**config.mk**
```make
export PLATFORM = sky130hd
export DESIGN_NAME = mesh_ext_endpoint
export DESIGN_NICKNAME = d
export VERILOG_FILES = /design/src/rtl/mesh_ext_endpoint.sv
export SDC_FILE = /design/constraint.sdc
export NUM_CORES = 1
export LEC_CHECK = 0
export ABC_AREA = 1
export BUFFER_PORTS_ARGS = -buffer_cell sky130_fd_sc_hd__buf_4
export CAP_MARGIN = 40
export CORE_UTILIZATION = 35
export DETAILED_ROUTE_END_ITERATION = 7
export PLACE_DENSITY = 0.77
export REMOVE_ABC_BUFFERS = 1
export SLEW_MARGIN = 20
export SYNTH_ARGS = -nofsm -noshare
export SYNTH_HDL_FRONTEND = slang
export SYNTH_SLANG_ARGS = --single-unit
```
**constraint.sdc**
```tcl
create_clock -name clk -period 1.3 [get_ports clk]
set_input_delay 0.13 -clock clk [delete_from_list [all_inputs] [get_ports clk]]
set_output_delay 0.13 -clock clk [all_outputs]
set_load 0.1 [all_outputs]
```
**src/rtl/mesh_ext_endpoint.sv**
```systemverilog
// rtl/mesh_ext_endpoint.sv - host endpoint for the router_mesh external port (TX packetizer, RX deframer)
// Optional egress-stall watchdog is built when MESH_EXT_WDOG_EN is defined.
module mesh_ext_endpoint #(
  parameter int FLIT_W      = 64,
  parameter int LEN_MAX     = 255,
  parameter int STALL_LIMIT = 32
) (
  input  logic              clk,
  input  logic              rst,
  input  logic              tx_hdr_valid_i,
  output logic              tx_hdr_ready_o,
  input  logic [7:0]        tx_dest_i,
  input  logic [7:0]        tx_len_i,
  input  logic              tx_data_valid_i,
  output logic              tx_data_ready_o,
  input  logic [61:0]       tx_data_i,
  output logic [FLIT_W-1:0] mesh_flit_o,
  output logic              mesh_valid_o,
  input  logic              mesh_ready_i,
  input  logic [FLIT_W-1:0] mesh_flit_i,
  input  logic              mesh_valid_i,
  output logic              mesh_ready_o,
  output logic              rx_valid_o,
  input  logic              rx_ready_i,
  output logic [61:0]       rx_data_o,
  output logic              rx_sop_o,
  output logic              rx_eop_o,
  output logic              rx_err_o,
  output logic              stall_o,
  input  logic              stall_clr_i
);

  localparam int LEN_W = $clog2(LEN_MAX + 1);

  typedef enum logic {T_IDLE, T_BODY} tx_state_e;
  typedef enum logic {R_IDLE, R_PKT} rx_state_e;

  tx_state_e         tx_state_q, tx_state_d;
  logic [LEN_W-1:0]  rem_q, rem_d;
  logic [7:0]        seq_q, seq_d;
  logic [FLIT_W-1:0] mesh_flit_q, mesh_flit_d;
  logic              mesh_valid_q, mesh_valid_d;
  logic              tx_free, hdr_fire, data_fire;

  assign tx_free         = !mesh_valid_q || mesh_ready_i;
  assign tx_hdr_ready_o  = (tx_state_q == T_IDLE) && tx_free;
  assign tx_data_ready_o = (tx_state_q == T_BODY) && tx_free;
  assign hdr_fire        = tx_hdr_valid_i && tx_hdr_ready_o;
  assign data_fire       = tx_data_valid_i && tx_data_ready_o;
  assign mesh_flit_o     = mesh_flit_q;
  assign mesh_valid_o    = mesh_valid_q;

  always_comb begin
    tx_state_d   = tx_state_q;
    rem_d        = rem_q;
    seq_d        = seq_q;
    mesh_flit_d  = mesh_flit_q;
    mesh_valid_d = mesh_valid_q;
    if (tx_free) mesh_valid_d = 1'b0;
    case (tx_state_q)
      T_IDLE: if (hdr_fire) begin
        seq_d        = seq_q + 8'd1;
        rem_d        = tx_len_i;
        mesh_valid_d = 1'b1;
        mesh_flit_d  = {(tx_len_i == 8'd0) ? 2'b11 : 2'b01, tx_dest_i, tx_len_i, seq_d, 38'd0};
        if (tx_len_i != 8'd0) tx_state_d = T_BODY;
      end
      T_BODY: if (data_fire) begin
        rem_d        = rem_q - LEN_W'(1);
        mesh_valid_d = 1'b1;
        mesh_flit_d  = {(rem_q == LEN_W'(1)) ? 2'b10 : 2'b00, tx_data_i};
        if (rem_q == LEN_W'(1)) tx_state_d = T_IDLE;
      end
      default: tx_state_d = T_IDLE;
    endcase
  end

  always_ff @(posedge clk) begin
    if (rst) begin
      tx_state_q   <= T_IDLE;
      rem_q        <= '0;
      seq_q        <= '0;
      mesh_flit_q  <= '0;
      mesh_valid_q <= 1'b0;
    end else begin
      tx_state_q   <= tx_state_d;
      rem_q        <= rem_d;
      seq_q        <= seq_d;
      mesh_flit_q  <= mesh_flit_d;
      mesh_valid_q <= mesh_valid_d;
    end
  end

  rx_state_e   rx_state_q, rx_state_d;
  logic        rx_valid_q, rx_valid_d;
  logic [61:0] rx_data_q, rx_data_d;
  logic        rx_sop_q, rx_sop_d, rx_eop_q, rx_eop_d;
  logic        rx_err_q, rx_err_d;
  logic        rx_accept;
  logic [1:0]  rx_type;

  assign mesh_ready_o = !rx_valid_q || rx_ready_i;
  assign rx_accept    = mesh_valid_i && mesh_ready_o;
  assign rx_type      = mesh_flit_i[63:62];
  assign rx_valid_o   = rx_valid_q;
  assign rx_data_o    = rx_data_q;
  assign rx_sop_o     = rx_sop_q;
  assign rx_eop_o     = rx_eop_q;
  assign rx_err_o     = rx_err_q;

  // rx_type[0] marks a head (01 or 11), rx_type[1] marks packet end (10 or 11)
  always_comb begin
    rx_state_d = rx_state_q;
    rx_valid_d = rx_valid_q && !rx_ready_i;
    rx_data_d  = rx_data_q;
    rx_sop_d   = rx_sop_q;
    rx_eop_d   = rx_eop_q;
    rx_err_d   = 1'b0;
    if (rx_accept) begin
      case (rx_state_q)
        R_IDLE: if (rx_type[0]) begin
          rx_valid_d = 1'b1;
          rx_data_d  = mesh_flit_i[61:0];
          rx_sop_d   = 1'b1;
          rx_eop_d   = rx_type[1];
          if (!rx_type[1]) rx_state_d = R_PKT;
        end else begin
          rx_err_d = 1'b1;
        end
        R_PKT: if (rx_type[0]) begin
          rx_err_d   = 1'b1;
          rx_state_d = R_IDLE;
        end else begin
          rx_valid_d = 1'b1;
          rx_data_d  = mesh_flit_i[61:0];
          rx_sop_d   = 1'b0;
          rx_eop_d   = rx_type[1];
          if (rx_type[1]) rx_state_d = R_IDLE;
        end
        default: rx_state_d = R_IDLE;
      endcase
    end
  end

  always_ff @(posedge clk) begin
    if (rst) begin
      rx_state_q <= R_IDLE;
      rx_valid_q <= 1'b0;
      rx_data_q  <= '0;
      rx_sop_q   <= 1'b0;
      rx_eop_q   <= 1'b0;
      rx_err_q   <= 1'b0;
    end else begin
      rx_state_q <= rx_state_d;
      rx_valid_q <= rx_valid_d;
      rx_data_q  <= rx_data_d;
      rx_sop_q   <= rx_sop_d;
      rx_eop_q   <= rx_eop_d;
      rx_err_q   <= rx_err_d;
    end
  end

`ifdef MESH_EXT_WDOG_EN
  localparam int CNT_W = $clog2(STALL_LIMIT + 1);

  logic [CNT_W-1:0] wd_cnt_q, wd_cnt_d;
  logic             stall_q, stall_d;

  always_comb begin
    wd_cnt_d = '0;
    stall_d  = stall_q;
    if (mesh_valid_q && !mesh_ready_i)
      wd_cnt_d = (wd_cnt_q == CNT_W'(STALL_LIMIT)) ? wd_cnt_q : wd_cnt_q + CNT_W'(1);
    if (wd_cnt_d == CNT_W'(STALL_LIMIT)) stall_d = 1'b1;
    if (stall_clr_i) begin
      wd_cnt_d = '0;
      stall_d  = 1'b0;
    end
  end

  always_ff @(posedge clk) begin
    if (rst) begin
      wd_cnt_q <= '0;
      stall_q  <= 1'b0;
    end else begin
      wd_cnt_q <= wd_cnt_d;
      stall_q  <= stall_d;
    end
  end

  assign stall_o = stall_q;
`else
  logic unused_wdog;
  assign unused_wdog = stall_clr_i ^ (STALL_LIMIT == 0);
  assign stall_o     = 1'b0;
`endif

endmodule

```
; ---- Word-level counts from Yosys, hierarchy flattened
; Index checks and enable logic that the tools add are counted.
[totals]
elab_cells = 75
register_bits = 149
input_bits = 150
out_inout_bits = 135
[classes]
mux = 37
reduce_logical = 17
bitwise = 3
add_sub_neg = 2
eq_ne = 5
[op_table]
columns = op, count
row1 = $mux W64, 2
row2 = $pmux W64 S2, 1
row3 = $mux W62, 2
row4 = $pmux W62 S2, 1
row5 = $mux W1, 19
row6 = $mux W8, 2
row7 = $pmux W8 S2, 1
row8 = $pmux W1 S2, 7
row9 = $add A8 B1 Y8 const B, 1
row10 = $eq A8 B1 Y1 const B, 1
row11 = $logic_not A8 Y1, 1
row12 = $reduce_bool A8 Y1, 1
row13 = $sub A8 B1 Y8 const B, 1
row14 = $logic_and A1 B1 Y1, 6
row15 = $ne A2 B2 Y1 const B, 3
row16 = $mux W2, 2
row17 = $reduce_and A2 Y1, 2
row18 = $logic_not A1 Y1, 3
row19 = $not A1 Y1, 3
row20 = $reduce_and A3 Y1, 1
row21 = $logic_or A1 B1 Y1, 2
row22 = $ne A2 B1 Y1 const B, 1
row23 = $reduce_or A2 Y1, 1

; ---- Longest topological paths before layout
[logic_depth]
word_depth = 6
depth_mapped = 9
ltp_nobuf = 8

; ---- Worst setup path after synthesis
; Ideal clock, no wire load.
[synth_path]
path_kind = register -> register
startpoint = register rx_valid_q, in the netlist rx_valid_o
endpoint = register rx_data_q[2], in the netlist rx_data_o[2]
setup_ps = 65
required_ps = 1235
period_less_slack_ps = 2779
path_buffers = 1
path_stages_with_launch = 8
slack_ps = -1479
t_arrival_ps = 2714
path_cell_list = dfxtp_1 -> nand2_1 -> nand2_1 -> inv_1 -> nand2_2 -> clkbuf_1 -> o21ai_0 -> nor2_1
[synth_between]
elab_chain_cells = 4
[synth_lines]
columns = item, line
row1 = start: declaration, 95  ; logic rx_valid_q, rx_valid_d;
row2 = start signal: assignment, 155  ; rx_valid_q <= rx_valid_d;
row3 = $logic_not A1 Y1, 102  ; assign mesh_ready_o = !rx_valid_q || rx_ready_i;
row4 = $logic_or A1 B1 Y1, 102
row5 = named net mesh_ready_o, 22  ; output logic mesh_ready_o,
row6 = $logic_and A1 B1 Y1, 103  ; assign rx_accept = mesh_valid_i && mesh_ready_o;
row7 = $reduce_and A3 Y1 (no line), n/a
row8 = end signal: assignment, 156  ; rx_data_q <= rx_data_d;
row9 = end: declaration, 96  ; logic [61:0] rx_data_q, rx_data_d;
; The timed path passes the listed nets, and every way through them passes these cells.
; A chain may end at the register's enable or synchronous reset.

; ---- Worst setup path after layout
[layout_path]
startpoint = register rx_state_q
endpoint = register rx_data_q[11], in the netlist rx_data_o[11]
[layout_between]
elab_chain_cells = 3
word_cells_on_any_way = 5
classes_between = 2 x eq/ne / 1 x mux / 1 x bitwise / 1 x reduce/logical
[layout_lines]
columns = item, line
row1 = start: declaration, 94  ; rx_state_e rx_state_q, rx_state_d;
row2 = start signal: assignment, 154  ; rx_state_q <= rx_state_d;
row3 = $not A1 Y1, n/a
row4 = $ne A2 B2 Y1 (no line), n/a
row5 = $reduce_and A3 Y1 (no line), n/a
; Several ways; a longest one is shown, not always the timed one.

==> impl_table.tex <==
\begin{tabular}{lr}
\hline
Metric & Value \\
\hline
\multicolumn{2}{l}{\textbf{Status}} \\
Run status & complete, but fails checks \\
Violations in the final reports & setup timing \\
\multicolumn{2}{l}{\textbf{STA}} \\
Post-route worst setup slack & -0.123 ns \\
Post-Route Setup TNS & -2.71 ns \\
Final Skew & 0.0107 ns \\
Final critical-path share of the clock period & 109\% \\
Final setup violation count & 69 \\
Final period demand of the worst path & 1.42 ns \\
Number of slew-limit violations in the final report & 0 \\
Worst-case hold slack & 0.0393 ns \\
RSZ-0062 raised after global routing & true \\
Max Clock Freq & 0.703 GHz \\
Final Hold Fails & 0 \\
\multicolumn{2}{l}{\textbf{Route}} \\
Post-DR vias/cell & 5.05 \\
Via count of the routed design & 7,410 \\
Routed Antenna Nets & 0 \\
DRC violation count after routing & 0 \\
Drt total wl & 25.6 mm \\
Drt initial violations & 516 \\
Detailed-router iteration count before antenna repair & 4 \\
Routed length per placed instance & 17.4 um \\
\multicolumn{2}{l}{\textbf{Logic synthesis}} \\
Async set-or-reset flop fraction in the synthesized netlist & 0\% \\
Flop and latch count out of synthesis & 149 \\
Yosys synthesis warning count & 0 \\
Top\_reg\_cell synth & sky130\_fd\_sc\_hd\_\_dfxtp\_1 \\
Sequential area share after synthesis & 50.5\% \\
Top-area cell type share of the netlist area & 50.5\% \\
Post-Synthesis Mean Instance Area & 7.28 um\^{}2 \\
Cell area after technology mapping & 5910 um\^{}2 \\
Area leader, netlist & sky130\_fd\_sc\_hd\_\_dfxtp\_1 \\
Number of enable-type register cells in the synthesized netlist & 0 \\
Top cells by area, synth & sky130\_fd\_sc\_hd\_\_dfxtp\_1 (50\%), sky130\_fd\_sc\_hd\_\_nor2\_1 (14\%), sky130\_fd\_sc\_hd\_\_o21ai\_0 (11\%), sky130\_fd\_sc\_hd\_\_nand2\_1 (5.5\%), sky130\_fd\_sc\_hd\_\_a21oi\_1 (5.2\%) \\
Post-synthesis cell count & 812 \\
Distinct cell type count after synthesis & 29 \\
\multicolumn{2}{l}{\textbf{Setup path}} \\
CP Class & reg -> reg \\
First element of the critical path & rx\_state\_q \\
Combined buffer and inverter count along the critical path & 3 \\
End point of the critical path & rx\_data\_o[11] \\
Slowest stage delay, CP & 0.33 ns \\
Minimum setup slack among reg-to-reg paths & -0.12 ns \\
Startpoint types & flip-flop \\
Top fanout value on the critical path & 6 \\
Category of cells accounting for the largest share of critical-path delay & buffers and inverters \\
CP arrival & 1.73 ns \\
Critical path required time & 1.61 ns \\
Critical Path Stages & 7 \\
Depth of the worst register-to-register path & 7 \\
Element type at the critical path end & flip-flop \\
Cell with the largest stage delay on the worst path & sky130\_fd\_sc\_hd\_\_dfxtp\_2 \\
Worst r2r dst & rx\_data\_o[11] \\
Startpoint of the worst-slack reg-to-reg timing path & rx\_state\_q \\
List of cells traversed by the critical path & buf\_6 -> xnor2\_4 -> nor2\_4 -> buf\_8 -> buf\_8 -> nor2\_1 -> nor2\_1 \\
\multicolumn{2}{l}{\textbf{Global routing}} \\
Number of antenna violations at the first check in global routing & 2 \\
Number of global-route vias before repair & 6,717 \\
Maximum number of pins on one net before global-route repair & 70 \\
Total Routing Usage GR & 23.5\% \\
First-pass GRT wire length & 32.9 mm \\
Overflow after GRT & 0 \\
\multicolumn{2}{l}{\textbf{Clocking}} \\
Number of clock sinks & 149 \\
Clock Tree Buf Depth & 2 \\
TritonCTS clock tree & done \\
Clock Tree Root & sky130\_fd\_sc\_hd\_\_clkbuf\_16 \\
Clock latency reported for the late side of the worst-skew pair & 0.41 ns \\
Clock slew at reported path FFs & 0.07 ns \\
Number of H-tree branching levels & 4 \\
TritonCTS buffer count & 17 \\
\multicolumn{2}{l}{\textbf{Floorplan}} \\
Die X-Extent & 132 um \\
Core region area & 16,500 um\^{}2 \\
Boundary pin count & 285 \\
Rows & 47 \\
Die Footprint & 17,400 um\^{}2 \\
Die extent in y & 132 um \\
Initial Util & 35.8\% \\
\multicolumn{2}{l}{\textbf{Pwr}} \\
Worst IR Drop VDD & 925 uV \\
Static Leakage & 5.20 nW \\
Power per standard cell area & 1510 nW/um\^{}2 \\
Post-route total power & 0.0169 W \\
\multicolumn{2}{l}{\textbf{Placement}} \\
Gpl congestion & 0.876 \\
HPWL reported at the end of detailed placement & 12.6 mm \\
Number of port buffers & 282 \\
Post-placement cell count & 1,291 \\
Worst-case setup slack after placement & -0.0540 ns \\
\multicolumn{2}{l}{\textbf{Layout}} \\
Layout fillers & 1,174 \\
Area of combinational cells with multiple inputs & 2930 um\^{}2 \\
Layout net count & 1,385 \\
Area growth syn-to-layout & 88.7\% \\
Proportion of layout cells with a drive suffix above 1 & 38.1\% \\
Number of standard cells in the layout, taps in and fillers out & 1,468 \\
Seq. cell area & 2990 um\^{}2 \\
\multicolumn{2}{l}{\textbf{Worst hold path}} \\
Type of the most critical hold path & in -> reg \\
Instance count along the most critical hold path & 5 \\
\multicolumn{2}{l}{\textbf{Run}} \\
Number of maximum-capacitance constraint violations & 0 \\
\hline
\end{tabular}
==> where the power goes <==
part           switching (W)  internal, W  total (W)
clock                0.00210      0.00280    0.00490
combinational        0.00468      0.00196    0.00665
sequential          0.000315      0.00503    0.00535
total                0.00710      0.00980     0.0169
==> worst reg2reg max path, cell delays in order (launching register included) <==
cell and delay, ns:
sky130_fd_sc_hd__dfxtp_2 0.33, sky130_fd_sc_hd__buf_6 0.12, sky130_fd_sc_hd__xnor2_4 0.12, sky130_fd_sc_hd__nor2_4 0.18, sky130_fd_sc_hd__buf_8 0.18, sky130_fd_sc_hd__buf_8 0.14, sky130_fd_sc_hd__nor2_1 0.04, sky130_fd_sc_hd__nor2_1 0.20
==> cell usage in the layout, fill, tap and decap left out, types with 22 or more instances in the layout <==
cell                            instances
sky130_fd_sc_hd__dlygate4sd3_1        110
sky130_fd_sc_hd__o21ai_2               56
sky130_fd_sc_hd__nand2_1               84
sky130_fd_sc_hd__clkbuf_16             28
sky130_fd_sc_hd__dfxtp_1              144
sky130_fd_sc_hd__o21ai_0               54
sky130_fd_sc_hd__a21oi_1               60
sky130_fd_sc_hd__inv_1                 31
sky130_fd_sc_hd__nand3_1               22
sky130_fd_sc_hd__nor2_1               214
sky130_fd_sc_hd__buf_4                300
sky130_fd_sc_hd__o21ai_1               34
==> through the flow <==
stage,cell area (um^2),utilization [%]
6_report,11200,67.5
3_3_place_gp,8410,50.9
2_1_floorplan,5660,-
4_1_cts,10200,62.0
5_1_grt,11200,67.5
3_5_place_dp,8410,50.9
==> how the worst min path moves through the flow <==
stage / end / slack [ns] / from
2_1_floorplan: mesh_flit_o[62] / 0.20 / rst
3_5_place_dp: mesh_flit_o[9] / 0.37 / tx_data_i[9]
4_1_cts: rx_data_o[14] / 0.005 / mesh_flit_i[14]
5_1_grt: rx_data_o[14] / 0.04 / mesh_flit_i[14]
6_report: mesh_flit_o[56] / 0.04 / tx_dest_i[2]
3_3_place_gp: mesh_flit_o[5] / 0.36 / tx_data_i[5]
==> state kept, by name (all words and copies together), names as in the netlist <==
| signal | cells |
|---|---|
| mesh_flit_o | 64 |
| mesh_valid_o | 1 |
| rem_q | 8 |
| rx_data_o | 62 |
| rx_eop_o | 1 |
| rx_err_o | 1 |
| rx_sop_o | 1 |
| rx_state_q | 1 |
| rx_valid_o | 1 |
| seq_q | 8 |
| tx_state_q | 1 |
==> what timing repair did <==
action	CTS	global route
cloned	1	18
hold buffers	110	0
hold endpoints to repair	115	0
setup endpoints to repair	43	139
setup buffers	4	9
pin swaps	4	24
gates resized for setup	23	200
==> final cells by class <==
class / count / share of cell area (%)
repair buffers: 455 / 37.7
flip-flops and latches: 149 / 26.8
clock inverters: 13 / 1.21
diodes: 3 / 0.0673
clock buffers: 19 / 4.06
inverters: 38 / 1.42
well taps: 220 / 2.47
multi-input cells: 571 / 26.2
==> routing by layer <==
metal	share of wire (%)	wire (um)	track usage, %
met4	3.8	962	10.3
met1	38	9710	26.9
met5	0	0	0
met3	8.2	2100	5.84
met2	50	12800	41.5
==> cells by family after synthesis <==
| group | share of synthesized area [%] |
|---|---|
| adder cells (fa/ha/maj) | 0.635 |
| flip-flops | 50.5 |
| AO/OA/AOI/OAI | 18.5 |
| XOR/XNOR | 0.593 |
| buffers and inverters | 6.73 |
| AND/OR/NAND/NOR | 23.0 |
| other | 0.0634 |
==> synth_stat cells (4+ instances only) <==
library cell                 n
sky130_fd_sc_hd__dfxtp_1   149
sky130_fd_sc_hd__nor2_1    228
sky130_fd_sc_hd__buf_4      10
sky130_fd_sc_hd__nand3_1    22
sky130_fd_sc_hd__inv_1      35
sky130_fd_sc_hd__nand2_1    87
sky130_fd_sc_hd__o21ai_0   133
sky130_fd_sc_hd__o21ai_1    14
sky130_fd_sc_hd__buf_1       4
sky130_fd_sc_hd__a21oi_1    62
sky130_fd_sc_hd__clkbuf_1   32
sky130_fd_sc_hd__buf_2       8
No activity file was read; power rests on OpenSTA's default activity.
